==> src/rtl/lcd_sched_pkg.sv <==
// Shared types and LCD command bytes for the two-requester line scheduler.
package lcd_sched_pkg;

  typedef enum logic [2:0] {
    ST_PWR,
    ST_INIT,
    ST_IDLE,
    ST_ADDR,
    ST_CHAR,
    ST_ACK
  } state_t;

  typedef enum logic [1:0] {
    XS_IDLE,
    XS_WAIT,
    XS_GAP
  } xfer_state_t;

  localparam logic [7:0] CMD_FUNC_SET = 8'h38;
  localparam logic [7:0] CMD_DISP_ON  = 8'h0C;
  localparam logic [7:0] CMD_CLEAR    = 8'h01;
  localparam logic [7:0] CMD_ENTRY    = 8'h06;
  localparam logic [7:0] CMD_LINE0    = 8'h80;
  localparam logic [7:0] CMD_LINE1    = 8'hC0;

  function automatic logic [7:0] init_cmd(input logic [1:0] idx);
    case (idx)
      2'd0:    return CMD_FUNC_SET;
      2'd1:    return CMD_DISP_ON;
      2'd2:    return CMD_CLEAR;
      default: return CMD_ENTRY;
    endcase
  endfunction

  // Column 0 lives in the top byte of the 128-bit line buffer.
  function automatic logic [7:0] text_char(input logic [127:0] text, input logic [3:0] col);
    logic [127:0] w_shifted;
    w_shifted = text << {col, 3'b000};
    return w_shifted[127:120];
  endfunction

endpackage

==> src/rtl/lcd_byte_xfer.sv <==
// Single-byte start/done handshake to the LCD controller followed by a fixed idle gap.
module lcd_byte_xfer
  import lcd_sched_pkg::*;
#(
  parameter int DLY_CYCLES = 262143
) (
  input  logic       iCLK,
  input  logic       reset,
  input  logic       i_send,
  input  logic [7:0] i_data,
  input  logic       i_rs,
  input  logic       i_lcd_done,
  output logic       o_lcd_start,
  output logic [7:0] o_lcd_data,
  output logic       o_lcd_rs,
  output logic       o_byte_ok
);

  localparam int GW = (DLY_CYCLES > 1) ? $clog2(DLY_CYCLES) : 1;
  localparam logic [GW-1:0] GAP_LAST = GW'(DLY_CYCLES - 1);

  xfer_state_t   r_state, w_next;
  logic [GW-1:0] r_gap_cnt;
  logic          r_start, r_rs;
  logic [7:0]    r_data;
  logic          w_accept, w_done, w_gap_end;

  // lcd_done only counts while lcd_start is being held high.
  assign w_accept  = (r_state == XS_IDLE) && i_send;
  assign w_done    = (r_state == XS_WAIT) && i_lcd_done;
  assign w_gap_end = (DLY_CYCLES == 0) ? w_done
                                       : ((r_state == XS_GAP) && (r_gap_cnt == GAP_LAST));

  // NOTE: every output is assigned a default first, so no path can infer a latch.
  always_comb begin
    w_next = r_state;
    case (r_state)
      XS_IDLE: if (w_accept) w_next = XS_WAIT;
      XS_WAIT: if (w_done) w_next = (DLY_CYCLES == 0) ? XS_IDLE : XS_GAP;
      XS_GAP:  if (w_gap_end) w_next = XS_IDLE;
      default: w_next = XS_IDLE;
    endcase
  end

  // NOTE: clocked state uses non-blocking (<=) so every register samples pre-edge values.
  always_ff @(posedge iCLK) begin
    if (reset) r_state <= XS_IDLE;
    else       r_state <= w_next;
  end

  always_ff @(posedge iCLK) begin
    if (reset) begin
      r_start   <= 1'b0;
      r_data    <= '0;
      r_rs      <= 1'b0;
      r_gap_cnt <= '0;
    end else begin
      if (w_accept) begin
        r_start <= 1'b1;
        r_data  <= i_data;
        r_rs    <= i_rs;
      end else if (w_done) begin
        r_start <= 1'b0;
      end
      if (w_done)                  r_gap_cnt <= '0;
      else if (r_state == XS_GAP)  r_gap_cnt <= r_gap_cnt + 1'b1;
    end
  end

  // byte_ok is combinational so the caller can present the next byte without a bubble.
  assign o_byte_ok   = w_gap_end;
  assign o_lcd_start = r_start;
  assign o_lcd_data  = r_data;
  assign o_lcd_rs    = r_rs;

endmodule

==> src/rtl/lcd_line_scheduler.sv <==
// Powers up and initialises a 2x16 character LCD, then writes whole lines for two
// round-robin requesters, acknowledging each line once its 16 characters are sent.
module lcd_line_scheduler
  import lcd_sched_pkg::*;
#(
  parameter int INIT_WAIT  = 1048575,
  parameter int DLY_CYCLES = 262143
) (
  input  logic         iCLK,
  input  logic         reset,
  input  logic         req0,
  input  logic         req1,
  input  logic         line0,
  input  logic         line1,
  input  logic [127:0] text0,
  input  logic [127:0] text1,
  output logic         ack0,
  output logic         ack1,
  output logic [7:0]   lcd_data,
  output logic         lcd_rs,
  output logic         lcd_start,
  input  logic         lcd_done,
  output logic         init_done,
  output logic         busy
);

  localparam int PW = (INIT_WAIT > 1) ? $clog2(INIT_WAIT) : 1;
  localparam logic [PW-1:0] PWR_LAST = PW'(INIT_WAIT - 1);

  state_t         r_state, w_next;
  logic [PW-1:0]  r_pwr_cnt;
  logic [1:0]     r_init_idx;
  logic [3:0]     r_char_idx;
  logic [127:0]   r_text;
  logic           r_line, r_gnt, r_rr_ptr, r_init_done;
  logic           w_send, w_rs, w_grant, w_winner, w_byte_ok;
  logic [7:0]     w_data;

  // With both pending the pointer decides; it always names the requester not served last.
  assign w_winner = (req0 && req1) ? r_rr_ptr : req1;

  always_comb begin
    w_next  = r_state;
    w_send  = 1'b0;
    w_rs    = 1'b0;
    w_data  = '0;
    w_grant = 1'b0;
    case (r_state)
      ST_PWR:  if (r_pwr_cnt == PWR_LAST) w_next = ST_INIT;
      ST_INIT: begin
        w_send = 1'b1;
        w_data = init_cmd(r_init_idx);
        if (w_byte_ok && (r_init_idx == 2'd3)) w_next = ST_IDLE;
      end
      ST_IDLE: begin
        if (req0 || req1) begin
          w_grant = 1'b1;
          w_next  = ST_ADDR;
        end
      end
      ST_ADDR: begin
        w_send = 1'b1;
        w_data = r_line ? CMD_LINE1 : CMD_LINE0;
        if (w_byte_ok) w_next = ST_CHAR;
      end
      ST_CHAR: begin
        w_send = 1'b1;
        w_rs   = 1'b1;
        w_data = text_char(r_text, r_char_idx);
        if (w_byte_ok && (r_char_idx == 4'd15)) w_next = ST_ACK;
      end
      ST_ACK:  w_next = ST_IDLE;
      default: w_next = ST_PWR;
    endcase
  end

  always_ff @(posedge iCLK) begin
    if (reset) r_state <= ST_PWR;
    else       r_state <= w_next;
  end

  // NOTE: the line buffer is cleared on reset so an abandoned line leaves nothing behind.
  always_ff @(posedge iCLK) begin
    if (reset) begin
      r_pwr_cnt   <= '0;
      r_init_idx  <= '0;
      r_char_idx  <= '0;
      r_text      <= '0;
      r_line      <= 1'b0;
      r_gnt       <= 1'b0;
      r_rr_ptr    <= 1'b0;
      r_init_done <= 1'b0;
    end else begin
      if (r_state == ST_PWR) r_pwr_cnt <= r_pwr_cnt + 1'b1;
      if ((r_state == ST_INIT) && w_byte_ok) begin
        r_init_idx <= r_init_idx + 1'b1;
        if (r_init_idx == 2'd3) r_init_done <= 1'b1;
      end
      if (w_grant) begin
        r_gnt      <= w_winner;
        r_rr_ptr   <= ~w_winner;
        r_text     <= w_winner ? text1 : text0;
        r_line     <= w_winner ? line1 : line0;
        r_char_idx <= '0;
      end
      if ((r_state == ST_CHAR) && w_byte_ok && (r_char_idx != 4'd15))
        r_char_idx <= r_char_idx + 1'b1;
    end
  end

  lcd_byte_xfer #(
    .DLY_CYCLES (DLY_CYCLES)
  ) u_xfer (
    .iCLK        (iCLK),
    .reset       (reset),
    .i_send      (w_send),
    .i_data      (w_data),
    .i_rs        (w_rs),
    .i_lcd_done  (lcd_done),
    .o_lcd_start (lcd_start),
    .o_lcd_data  (lcd_data),
    .o_lcd_rs    (lcd_rs),
    .o_byte_ok   (w_byte_ok)
  );

  assign ack0      = (r_state == ST_ACK) && !r_gnt;
  assign ack1      = (r_state == ST_ACK) &&  r_gnt;
  assign busy      = (r_state != ST_IDLE);
  assign init_done = r_init_done;

endmodule

==> config.mk <==
export PLATFORM = sky130hd
export DESIGN_NAME = lcd_line_scheduler
export DESIGN_NICKNAME = d
export VERILOG_FILES = /design/src/rtl/lcd_sched_pkg.sv /design/src/rtl/lcd_byte_xfer.sv /design/src/rtl/lcd_line_scheduler.sv
export SDC_FILE = /design/constraint.sdc
export NUM_CORES = 1
export LEC_CHECK = 0
export ABC_AREA = 1
export BUFFER_PORTS_ARGS = -buffer_cell sky130_fd_sc_hd__buf_2
export CAP_MARGIN = 10
export CORE_ASPECT_RATIO = 2
export CORE_MARGIN = 3
export CORE_UTILIZATION = 45
export DETAILED_ROUTE_END_ITERATION = 10
export PLACE_DENSITY_LB_ADDON = 0.2
export SLEW_MARGIN = 20
export SYNTH_ARGS = -nofsm -noshare
export SYNTH_HDL_FRONTEND = slang
export SYNTH_HIERARCHICAL = 1
export SYNTH_SLANG_ARGS = --single-unit
==> constraint.sdc <==
create_clock -name iCLK -period 2.3 [get_ports iCLK]
set_input_delay 0.46 -clock iCLK [delete_from_list [all_inputs] [get_ports iCLK]]
set_output_delay 0.46 -clock iCLK [all_outputs]
set_load 0.005 [all_outputs]
==> flow_summary.ini, run 1 <==
[timing]
grt_setup_unrepaired = false
setup_viol = 0
worst-slew-pin-transition_ns = 0.867
hold_viol_final = 0
totalNegativeSetupSlack_ns = 0
finClkSkew_ns = 0.0110
final-max-slew-violation-count = 0
final.min_clock_period_ns = 2.05
relSlewSlack_pct = 42.2
final_min_period_over_clock_period_pct = 89.1
peak_freq_ghz = 0.488

[clocking]
clkSinkCount = 191
clk_latency_ns = 0.43
clk_pin_slew_ns = 0.07
clock_tree.htree_level_count = 4
clock-root-buffer = sky130_fd_sc_hd__clkbuf_16
cts_max_path_buffers = 2
cts_tree = built
numCtsBuffers = 17
post_cts_buffers = 0

[logic_synthesis]
synth_adder_area_share_pct = 1.44
synth_top_family_by_area = simple AND/OR/NAND/NOR gates
synth_enable_flop_cells = 0
syn_area_per_cell_um2 = 6.45
synth-seq-area-share_pct = 39.9
postSynth.asyncResetShare_pct = 0
dominantRegCellSynth = sky130_fd_sc_hd__dfxtp_1
post_synth_instance_area_um2 = 9580
yosys_warnings = 6
synth.net_count = 1760
synth_most_common_cell = sky130_fd_sc_hd__nand2_1
yosysTopAreaCellShare_pct = 39.9
synth_common_cells = 638 x sky130_fd_sc_hd__nand2_1, 191 x sky130_fd_sc_hd__dfxtp_1, 151 x sky130_fd_sc_hd__nor2_1, 131 x sky130_fd_sc_hd__a31oi_1, 69 x sky130_fd_sc_hd__o21ai_0
mux_contribution_to_synthesized_area_pct = 0
yosys-top-cells-area = sky130_fd_sc_hd__dfxtp_1 40%, sky130_fd_sc_hd__nand2_1 25%, sky130_fd_sc_hd__a31oi_1 8.6%, sky130_fd_sc_hd__nor2_1 5.9%, sky130_fd_sc_hd__o21ai_0 3.6%
synth_compound_area_share_pct = 14.3
synth_area_leader_cell = sky130_fd_sc_hd__dfxtp_1
synth_xor_area_share_pct = 0.0914
netlist-cell-type-count = 29
synth-seq-cells = 191
post_synth_inst_count = 1486
post_synth_and_or_nand_nor_area_fraction_pct = 36.8

[critical_path]
capture_instance_of_the_worst_register_to_register_path = u_xfer/o_lcd_data[3]
rr_worst_depth = 10
critPathArrivalTime_ns = 2.42
timing.rr.start = r_char_idx[0]
crit_start = r_char_idx[0]
setup.worst_path.class = register to register
critical_path.endpoint_type = register
r2r_setup_slk_ns = 0.25
cp_data_required_time_ns = 2.67
critPathMaxFanout = 42
crit_path_start_kind = register
setup.worst_path.end = u_xfer/o_lcd_data[3]

[worst_hold_path]
holdCritPathClass = primary input to register
hold_path.startpoint = reset
hold-path-cell-count = 2

[finish]
layout.cells.non_filler = 1995
num_antenna_cells = 0
final_layout_net_count = 1990
drive_above_1_share_pct = 20.3
areaGrowthSynthToFinish_pct = 21.3

[power]
power.static_leakage_uw = 0.00458
clk_network_pwr_share_pct = 43.9
internal_power_uw = 5040
power.share.combinational_pct = 5.0
power.sequential.fraction_pct = 51.0
power.switching_fraction_pct = 22.4
power-per-cell-area_nw_per_um2 = 559
max_vdd_drop_mv = 0.356
switchingPower_uw = 1450

[detailed_routing]
drt-wirelength-per-cell_um = 16.0
via_count = 10500
first_pass_iters = 5
via_per_inst = 5.24
drc_errors_left = 0
drt_wl_total_mm = 31.9
first_iter_violations = 532
ant_nets = 0

[place]
port_buffers = 276
dp.final_hpwl_mm = 24.2
gp_congestion = 0.953
place.detailed.instances = 1963

[global_routing]
grt_start_max_net_pins = 103
groute.usage.overall_pct = 27.3
overflow = 0
first_global_vias = 10300
antenna_violations_before_repair = 0
grt_pass1_wl_mm = 49.4

[floorplan]
chipHeight_um = 212
io_pins = 277
start_util_pct = 46.4
die-width_um = 109
core_area_um2 = 20600
row_count = 74
floorplan.die_area_um2 = 23200

[job]
maxCapViolCount = 0

[run_status]
result_of_the_run = completed
## cells in the final DEF, fill, tap and decap left out, drive strengths merged, types with 4 or more instances in the layout
cell | synthesis | routed
a21oi | 37 | 37
a31oi | 131 | 131
buf | 48 | 297
clkbuf | 38 | 24
clkinv | 2 | 4
clkinvlp | 0 | 4
dfxtp | 191 | 191
ha | 11 | 11
inv | 68 | 69
nand2 | 642 | 642
nand3 | 64 | 64
nand4 | 7 | 7
nor2 | 158 | 158
nor3 | 12 | 12
o21ai | 69 | 69
## sequential cells by signal (all words and copies together), names as in the netlist
register and cells:
r_init_idx 2, r_rr_ptr 1, r_char_idx 4, r_state 3, u_xfer/o_lcd_data 8, r_gnt 1
r_line 1, r_text 128, u_xfer/o_lcd_rs 1, init_done 1, u_xfer/r_gap_cnt 18, u_xfer/r_state 2
r_pwr_cnt 20, u_xfer/o_lcd_start 1
## logic make-up (layout without fill, tap and decap cells)
kind of cell | after synthesis | count (layout)
xor gates and xnor gates | 1 | 1
DFF | 191 | 191
buffers and inverters | 156 | 399
AOI/OAI and AO/OA | 239 | 239
and+or+nand+nor | 888 | 888
adders and majority gates | 11 | 11
## power by group through the flow
| stage | clock network, uW | logic (uW) | registers, uW |
|---|---|---|---|
| 2_1_floorplan | 0 | 73.4 | 3390 |
| 3_3_place_gp | 0 | 329 | 3390 |
| 3_5_place_dp | 0 | 329 | 3390 |
| 4_1_cts | 2880 | 330 | 3310 |
| 5_1_grt | 3010 | 362 | 3310 |
| 6_report | 2850 | 328 | 3310 |
## stage by stage
step | hold slack, ns | power (uW) | setup WS (ns) | area, um2 | utilization [%]
finish | 0.244 | 6490 | 0.252 | 11600 | 56.3
global placement | 0.430 | 3720 | 0.308 | 11100 | 53.6
detailed placement | 0.443 | 3720 | 0.242 | 11100 | 53.6
floorplan | 0.421 | 3460 | 0.486 | 9580 | -
global route | 0.242 | 6680 | 0.0453 | 11600 | 56.3
CTS | 0.234 | 6520 | 0.204 | 11600 | 56.2
## per-layer routing
layer | up-vias | GRT usage, % | wire (um)
met5 | - | 0 | 0
met3 | 94 | 3.80 | 1250
met2 | 310 | 52.5 | 17800
met4 | 0 | 15.1 | 1570
met1 | 4769 | 27.0 | 11200
li1 | 5277 | - | -
## critical path, stage by stage, from the launching register on
cell and delay (ns):
sky130_fd_sc_hd__dfxtp_2 0.34, sky130_fd_sc_hd__inv_2 0.51, sky130_fd_sc_hd__buf_4 0.35, sky130_fd_sc_hd__o21ai_0 0.14, sky130_fd_sc_hd__nand3_1 0.16, sky130_fd_sc_hd__nand2_1 0.07
sky130_fd_sc_hd__nand2_1 0.07, sky130_fd_sc_hd__nand3_1 0.08, sky130_fd_sc_hd__nand2_1 0.07, sky130_fd_sc_hd__o21ai_0 0.09, sky130_fd_sc_hd__nor2_1 0.09
## worst min-delay path by stage
| stage | end | slack (ns) |
|---|---|---|
| 2_1_floorplan | r_pwr_cnt[12] | 0.42 |
| 3_3_place_gp | r_pwr_cnt[12] | 0.43 |
| 3_5_place_dp | r_pwr_cnt[12] | 0.44 |
| 4_1_cts | r_text[79] | 0.23 |
| 5_1_grt | r_text[79] | 0.24 |
| 6_report | r_text[79] | 0.24 |
## final cells by class
class	count	area, um2
clock buffers	24	472
well taps	266	333
inverters	70	265
clock inverters	8	82.6
flip-flops and latches	191	3820
repair buffers	297	1590
multi-input cells	1139	5050
fillers	2098	9030
## timing repair
| item | CTS | global route |
|---|---|---|
| resized for setup | 0 | 2 |
| endpoints found under the setup margin | 0 | 4 |
| hold buffers | 0 | 0 |
(Power assumes the default switching activity.)
==> inputs of run 2 (changes only) <==
--- a/config.mk
+++ b/config.mk
@@ -10,7 +10,7 @@
 export CAP_MARGIN = 10
 export CORE_ASPECT_RATIO = 2
 export CORE_MARGIN = 3
-export CORE_UTILIZATION = 45
+export CORE_UTILIZATION = 49
 export DETAILED_ROUTE_END_ITERATION = 10
 export PLACE_DENSITY_LB_ADDON = 0.2
 export SLEW_MARGIN = 20
==> flow_summary.ini, run 2 (same netlist as run 1, synthesis figures left out) <==
[place]
gp_congestion = 1.00
dp.final_hpwl_mm = 23.2
place.detailed.instances = 1953
port_buffers = 276

[floorplan]
row_count = 71
floorplan.die_area_um2 = 21400
start_util_pct = 50.4
chipHeight_um = 204
io_pins = 277
die-width_um = 105
core_area_um2 = 19000

[critical_path]
r2r_setup_slk_ns = 0.24
cp_data_required_time_ns = 2.68
crit_start = r_char_idx[0]
timing.rr.start = r_char_idx[0]
crit_path_start_kind = register
rr_worst_depth = 10
critPathArrivalTime_ns = 2.44
critPathMaxFanout = 60
critical_path.endpoint_type = register
setup.worst_path.class = register to register

[detailed_routing]
drt_wl_total_mm = 30.8
via_count = 10500
drc_errors_left = 0
via_per_inst = 5.28
drt-wirelength-per-cell_um = 15.5
first_pass_iters = 5
ant_nets = 0
first_iter_violations = 572

[timing]
worst-slew-pin-transition_ns = 0.911
hold_viol_final = 0
relSlewSlack_pct = 39.2
setup_viol = 0
final_min_period_over_clock_period_pct = 89.5
finClkSkew_ns = 0.00984
final.min_clock_period_ns = 2.06
peak_freq_ghz = 0.486
final-max-slew-violation-count = 0
totalNegativeSetupSlack_ns = 0
grt_setup_unrepaired = false

[clocking]
cts_tree = built
clock-root-buffer = sky130_fd_sc_hd__clkbuf_16
clock_tree.htree_level_count = 4
numCtsBuffers = 17
cts_max_path_buffers = 2
clk_latency_ns = 0.44
clk_pin_slew_ns = 0.07
clkSinkCount = 191

[finish]
largest_register_ff_count = 128
layout_common_cells = 638 x sky130_fd_sc_hd__nand2_1, 275 x sky130_fd_sc_hd__buf_2, 190 x sky130_fd_sc_hd__dfxtp_1, 150 x sky130_fd_sc_hd__nor2_1, 131 x sky130_fd_sc_hd__a31oi_1
layout.cells.non_filler = 1988
largest_register = r_text
filler_cell_count = 1975
layout.cells.most_common = sky130_fd_sc_hd__nand2_1
largest_registers = r_text (128), r_pwr_cnt (20), u_xfer/r_gap_cnt (18)
areaGrowthSynthToFinish_pct = 21.3
final_util_pct = 61.1
final_layout_net_count = 1991
drive_above_1_share_pct = 20.6

[job]
maxCapViolCount = 0

[worst_hold_path]
holdCritPathClass = primary input to register
hold_path.startpoint = text0[22]
hold-path-cell-count = 3

[global_routing]
antenna_violations_before_repair = 3
overflow = 0
grt_start_max_net_pins = 100
grt_pass1_wl_mm = 48.4
groute.usage.overall_pct = 28.2
first_global_vias = 10200

[power]
power.static_leakage_uw = 0.00460
power-per-cell-area_nw_per_um2 = 546
max_vdd_drop_mv = 0.470

[run_status]
result_of_the_run = completed
## run 2: area by class of cell
type	count	area, um2	area share [%]
Inverter	70	265	2.28
Timing Repair Buffer	298	1620	14.0
Clock inverter	14	93.8	0.808
Tap cell	255	319	2.75
Multi-Input combinational cell	1139	5050	43.5
Sequential cell	191	3820	32.9
Antenna cell	3	7.51	0.0646
Clock buffer	18	429	3.69
## run 2: path summary, 6_finish.rpt
| check | endpoint |
|---|---|
| worst max register to register | u_xfer/o_lcd_data[3] |
| worst min-delay path | r_text[22] |
| worst max-delay path | u_xfer/o_lcd_data[3] |
| worst min register to register | r_pwr_cnt[12] |
## run 2: where the power goes
group | switching (uW) | internal (uW)
clock | 1320 | 1380
combinational | 145 | 180
sequential | 4.78 | 3310
## run 2: stage by stage
step	hold slack (ns)	power, uW	setup WS, ns	cell area [um2]
2_1_floorplan	0.421	3460	0.486	9580
3_3_place_gp	0.429	3710	0.178	11100
3_5_place_dp	0.440	3710	0.132	11100
4_1_cts	0.266	6380	0.116	11600
5_1_grt	0.281	6520	0.0252	11600
6_report	0.275	6340	0.241	11600
## run 2: timing repair
action | CTS | global route
hold buffers | 0 | 0
endpoints found under the setup margin | 0 | 8
resized for setup | 0 | 2
setup buffers | 0 | 0
## run 2: critical path, stage by stage (launching register included)
cell,delay [ns]
sky130_fd_sc_hd__dfxtp_2,0.34
sky130_fd_sc_hd__inv_2,0.66
sky130_fd_sc_hd__buf_4,0.27
sky130_fd_sc_hd__o21ai_0,0.12
sky130_fd_sc_hd__nand3_1,0.09
sky130_fd_sc_hd__nand2_1,0.05
sky130_fd_sc_hd__nand2_1,0.06
sky130_fd_sc_hd__nand3_1,0.12
sky130_fd_sc_hd__nand2_1,0.09
sky130_fd_sc_hd__o21ai_0,0.09
sky130_fd_sc_hd__nor2_1,0.11
## run 2: routing by layer
metal | up-vias | global-route usage (%) | wire length (um)
met4 | 0 | 16.3 | 1650
met1 | 4800 | 28.7 | 11100
met3 | 86 | 3.67 | 1160
met2 | 313 | 54.1 | 16900
met5 | - | 0 | 0
li1 | 5291 | - | -
